==> src/rtl/poly_unload.sv <==
// poly_unload: streams the contents of the NTT RAM (2^ADDWID words of
// RDWID bits) out on a valid/ready interface, either one RAM word per beat
// or one WID-bit coefficient per beat (4 coefficients per word, LSB first).
//
// Ports:
//   clk, rst          clock (rising edge) and synchronous active-high reset
//   start, coef_mode  begin an unload (IDLE only); coef_mode latched with it
//   busy, done        busy outside IDLE; done pulses for the DONE cycle
//   ram_ra, ram_re    RAM read address / request (data returns next cycle)
//   ram_rdo           RAM read data
//   out_data, out_valid, out_ready, out_last   output stream
module poly_unload #(
  parameter int WID    = 12,
  parameter int RDWID  = 48,
  parameter int ADDWID = 5
) (
  input  logic              clk,
  input  logic              rst,
  input  logic              start,
  input  logic              coef_mode,
  output logic              busy,
  output logic              done,
  output logic [ADDWID-1:0] ram_ra,
  output logic              ram_re,
  input  logic [RDWID-1:0]  ram_rdo,
  output logic [RDWID-1:0]  out_data,
  output logic              out_valid,
  input  logic              out_ready,
  output logic              out_last
);

  // Four entries: two would hold steady-state traffic only if the read
  // request could count the same-cycle pop, which the occupancy rule
  // (buffered + in flight < depth) does not allow. Four keeps word mode
  // bubble-free while never dropping a returned word.
  localparam int DEPTH = 4;

  typedef enum logic [1:0] {S_IDLE, S_RUN, S_DONE} state_t;

  state_t            r_state;
  logic              r_mode;
  logic [ADDWID-1:0] r_ra;
  logic              r_rd_done;   // all 2^ADDWID reads issued
  logic              r_infl;      // a read was issued last cycle
  logic [RDWID-1:0]  r_buf [DEPTH];
  logic [1:0]        r_wp, r_rp;
  logic [2:0]        r_cnt;
  logic [1:0]        r_idx;       // coefficient index within head word
  logic [ADDWID-1:0] r_wcnt;      // words popped so far

  logic              w_run, w_re, w_valid, w_hs, w_pop, w_last;
  logic [2:0]        w_occ;
  logic [RDWID-1:0]  w_head;
  logic [WID-1:0]    w_coef;

  assign w_run   = (r_state == S_RUN);
  assign w_occ   = r_cnt + {2'b00, r_infl};
  assign w_re    = w_run && !r_rd_done && (w_occ < 3'(DEPTH));
  assign w_valid = w_run && (r_cnt != 3'd0);
  assign w_hs    = w_valid && out_ready;
  // In coefficient mode the head word stays until its 4th coefficient goes.
  assign w_pop   = w_hs && (!r_mode || r_idx == 2'd3);
  assign w_last  = w_valid && (r_wcnt == {ADDWID{1'b1}}) &&
                   (!r_mode || r_idx == 2'd3);
  assign w_head  = r_buf[r_rp];
  assign w_coef  = w_head[r_idx*WID +: WID];

  assign busy      = (r_state != S_IDLE);
  assign done      = (r_state == S_DONE);
  assign ram_ra    = r_ra;
  assign ram_re    = w_re;
  assign out_valid = w_valid;
  assign out_last  = w_last;
  // Gated so the bus reads zero whenever nothing is offered (incl. reset).
  assign out_data  = !w_valid ? '0 :
                     r_mode   ? {{(RDWID-WID){1'b0}}, w_coef} : w_head;

  always_ff @(posedge clk) begin
    if (rst) begin
      r_state   <= S_IDLE;
      r_mode    <= 1'b0;
      r_ra      <= '0;
      r_rd_done <= 1'b0;
      r_infl    <= 1'b0;   // drops any read in flight
      r_wp      <= '0;
      r_rp      <= '0;
      r_cnt     <= '0;
      r_idx     <= '0;
      r_wcnt    <= '0;
      for (int i = 0; i < DEPTH; i++) r_buf[i] <= '0;
    end else begin
      r_infl <= w_re;

      case (r_state)
        S_IDLE: if (start) begin
          r_state   <= S_RUN;
          r_mode    <= coef_mode;
          r_ra      <= '0;
          r_rd_done <= 1'b0;
          r_wcnt    <= '0;
          r_idx     <= '0;
        end
        S_RUN:   if (w_hs && w_last) r_state <= S_DONE;
        S_DONE:  r_state <= S_IDLE;
        default: r_state <= S_IDLE;
      endcase

      // Address holds at the top word instead of wrapping.
      if (w_re) begin
        if (r_ra == {ADDWID{1'b1}}) r_rd_done <= 1'b1;
        else                        r_ra      <= r_ra + 1'b1;
      end

      if (r_infl) begin
        r_buf[r_wp] <= ram_rdo;
        r_wp        <= r_wp + 1'b1;
      end

      if (w_pop) begin
        r_rp   <= r_rp + 1'b1;
        r_wcnt <= r_wcnt + 1'b1;
      end

      if (w_hs && r_mode) r_idx <= r_idx + 1'b1;

      r_cnt <= r_cnt + {2'b00, r_infl} - {2'b00, w_pop};
    end
  end

endmodule

==> config.mk <==
export PLATFORM = sky130hd
export DESIGN_NAME = poly_unload
export DESIGN_NICKNAME = d
export VERILOG_FILES = /design/src/rtl/poly_unload.sv
export SDC_FILE = /design/constraint.sdc
export NUM_CORES = 1
export LEC_CHECK = 0
export CORE_UTILIZATION = 51
export DETAILED_ROUTE_END_ITERATION = 12
export GPL_ROUTABILITY_DRIVEN = 1
export PLACE_DENSITY = 0.76
export SYNTH_ARGS = -nofsm -noshare
export SYNTH_HDL_FRONTEND = slang
export SYNTH_SLANG_ARGS = --single-unit
==> constraint.sdc <==
create_clock -name clk -period 3.6 [get_ports clk]
set_clock_uncertainty 0.2 [all_clocks]
set_input_delay 0.72 -clock clk [delete_from_list [all_inputs] [get_ports clk]]
set_output_delay 0.72 -clock clk [all_outputs]
set_load 0.005 [all_outputs]
==> results.py <==
metrics = {
    "global_routing": {
        "grt_pass1_vias": 6498,
        "grt_antenna_before_repair": 0,
        "grt_pass1_wl_mm": 37.2,
        "grt_max_degree": 49,
        "grt.overflow.total": 0,
        "grt.total_usage_pct": 25.3,
    },
    "placed_design": {
        "io_buffer_count": 110,
        "dp_hpwl_mm": 15.7,
        "place_area_um2": 11300,
        "gp_congestion": 0.775,
        "dp_slack_ns": 0.527,
    },
    "cells_and_area": {
        "final_layout_size_suffix_gt1_share_pct": 12.4,
        "nets": 918,
        "syn2layout_area_growth_pct": 23.3,
        "num_antenna_cells": 0,
        "stdcell_area_um2": 12100,
    },
    "setup_path": {
        "path_buf_inv": 2,
        "crit_path_end_kind": "output pin",
        "start_kind": "flop",
        "path_cells": "buf_6 -> mux4_2 -> a22oi_1 -> a21oi_1 -> clkdlybuf4s50_1",
        "worstPathArrival_ns": 2.60,
        "worstPathRequired_ns": 2.68,
        "max_stage_delay_ns": 0.55,
        "critical_path_class": "flop to output pin",
        "crit_path_max_fanout": 17,
        "crit_family": "buffers and inverters",
        "cp_slowest_cell": "dfxtp_2",
    },
    "timing": {
        "report.final.hold_viol_count": 0,
        "finalWorstSetupSlack_ns": 0.0764,
        "max-slew-margin-rel_pct": 46.3,
        "period_share_pct": 97.9,
        "finalMaxSlewViolations": 0,
        "fin_crit_ns": 3.52,
        "setup_violations": 0,
        "max_slew.worst_pin.slew_ns": 0.805,
        "timing.fmax_mhz": 284,
        "hold_slack_ns": 0.279,
    },
    "cts": {
        "path_clk_slew_ns": 0.07,
        "cts-buffers-inserted": 23,
        "clock_latency_ns": 0.50,
        "htreeDepth": 1,
        "clockRootBuffer": "clkbuf_16",
        "cts_tree": "built",
        "cts.path.max_buffers": 3,
        "clock_sinks": 218,
        "cts_setup_buffers": 0,
    },
    "logic_synthesis": {
        "synthesis.nets": 804,
        "synth_top_cell_area_share_pct": 59.0,
        "yosys.area_share.adder_pct": 1.15,
        "ys_ff_latch": 218,
        "synth_cell_type_count": 49,
        "synth-simple-area-share_pct": 13.8,
        "ys_seq_area_share_pct": 64.3,
        "synth_mux_area_share_pct": 12.1,
        "synth_ff_type": "edfxtp_1",
        "syn_avg_cell_area_um2": 13.2,
        "syn_inst": 742,
        "synth_compound_area_share_pct": 3.76,
        "synth.cell_area_um2": 9780,
        "synthXorXnorAreaFrac_pct": 0.448,
        "yosys.area.top_type": "edfxtp_1",
        "yosysWarnings": 0,
        "synth_edf_count": 192,
        "synth_most_common_cell": "edfxtp_1",
        "synthArstFlopShare_pct": 0,
        "synth_area_leaders": "edfxtp_1 59%, mux4_2 7.1%, nor2_1 6.2%",
        "synth_top_family_by_area": "simple AND/OR/NAND/NOR gates",
        "synth_common_cells": "192 x edfxtp_1, 161 x nor2_1, 64 x nand2_1, 53 x inv_1, 36 x and2_1",
    },
    "floorplanning": {
        "die_y_um": 140,
        "pin_count": 111,
        "rows": 50,
        "start_util_pct": 52.1,
        "die_x_um": 140,
        "core_um2": 18800,
        "die_area_um2": 19700,
    },
    "route": {
        "viasPerCell": 5.81,
        "drc_errors": 0,
        "first_iter_violations": 485,
        "drtPass1Iterations": 5,
        "ant_nets": 0,
        "wire_per_inst_um": 22.2,
        "routed_wl_mm": 24.6,
        "num_vias": 6435,
    },
    "worst_hold_path": {
        "min_path_type": "flop to flop",
    },
    "pwr": {
        "ir_drop_mv": 0.314,
        "power_density_nw_per_um2": 478,
        "leakage_nw": 4.60,
    },
    "status": {
        "status": "complete, no violations",
    },
    "flow_run": {
        "maxCapViolCount": 0,
    },
}
layout make-up:
class	instances	area (um2)
fillers	1381	6710
flip-flops and latches	218	6290
multi-input cells	425	3110
repair buffers	134	1430
clock buffers	28	594
well taps	234	293
inverters	54	203
clock inverters	14	143
cell usage in the layout, fill, tap and decap left out, types with 5 or more instances in the layout:
cell type,count
dfxtp_1,24
mux4_1,15
mux4_2,33
buf_4,11
inv_1,53
nor2_1,160
a22oi_1,22
clkinv_1,7
clkbuf_16,24
and2_1,36
nand2_1,63
buf_12,9
clkdlybuf4s50_1,110
nand3_1,9
nand3b_1,6
a21oi_1,21
clkbuf_1,5
edfxtp_1,192
ha_1,9
registers in the layout, summed over array words and instances, names as in the netlist, named ones only:
name	cells
r_wp	2
ram_ra	5
r_infl	1
r_rp	2
r_cnt	3
r_idx	2
r_wcnt	5
r_state	2
r_mode	1
r_rd_done	1
r_buf	192
tightest hold or removal path, cell delays in order (launching register included):
cell	delay, ns
dfxtp_1	0.31
nand3_1	0.06
a21oi_1	0.06
logic make-up after synthesis:
family	after synthesis
mux	52
simple gates	303
flops	218
compound gates	56
xor+xnor	5
buf+inv	99
fa+ha+maj	9
worst paths after layout:
path / startpoint / end / slack, ns / cells after the start
worst max register to register: r_wp[1] / r_buf[0][32] / 1.44 / 3
worst min-delay path: r_wcnt[4] / r_wcnt[4] / 0.28 / 2
worst min register to register: r_wcnt[4] / r_wcnt[4] / 0.28 / 2
worst max-delay path: flop / out_data[2] / 0.08 / 5
power breakdown:
part	switching, W	internal [W]	leakage (nW)	total, W
Combinational	0.000286	0.000233	2.04	0.000519
Clock	0.000954	0.00139	0.355	0.00234
Sequential	0.0000409	0.00287	2.20	0.00291
stage by stage:
stage	utilization (%)	power, W	instances	setup TNS [ns]
2_1_floorplan	-	0.00322	742	0
3_3_place_gp	60.1	0.00346	1064	0
3_5_place_dp	60.1	0.00347	1064	0
4_1_cts	64.0	0.00579	1106	0
5_1_grt	64.2	0.00593	1107	-0.00181
6_report	64.2	0.00577	1107	0
layer usage:
metal	global-route usage [%]	part of all wire, %	wire length, um
met5	0	0	0
met4	10.4	4.4	1070
met3	4.07	6.4	1580
met2	42.2	50	12200
met1	33.4	40	9750
timing repair:
action | CTS | global route
gates resized for setup | 2 | 7
hold buffers | 0 | 0
setup endpoints to repair | 3 | 10
gates cloned | 0 | 1
endpoints found under the hold margin | 0 | 0
Power figures use the tool's default switching activity.
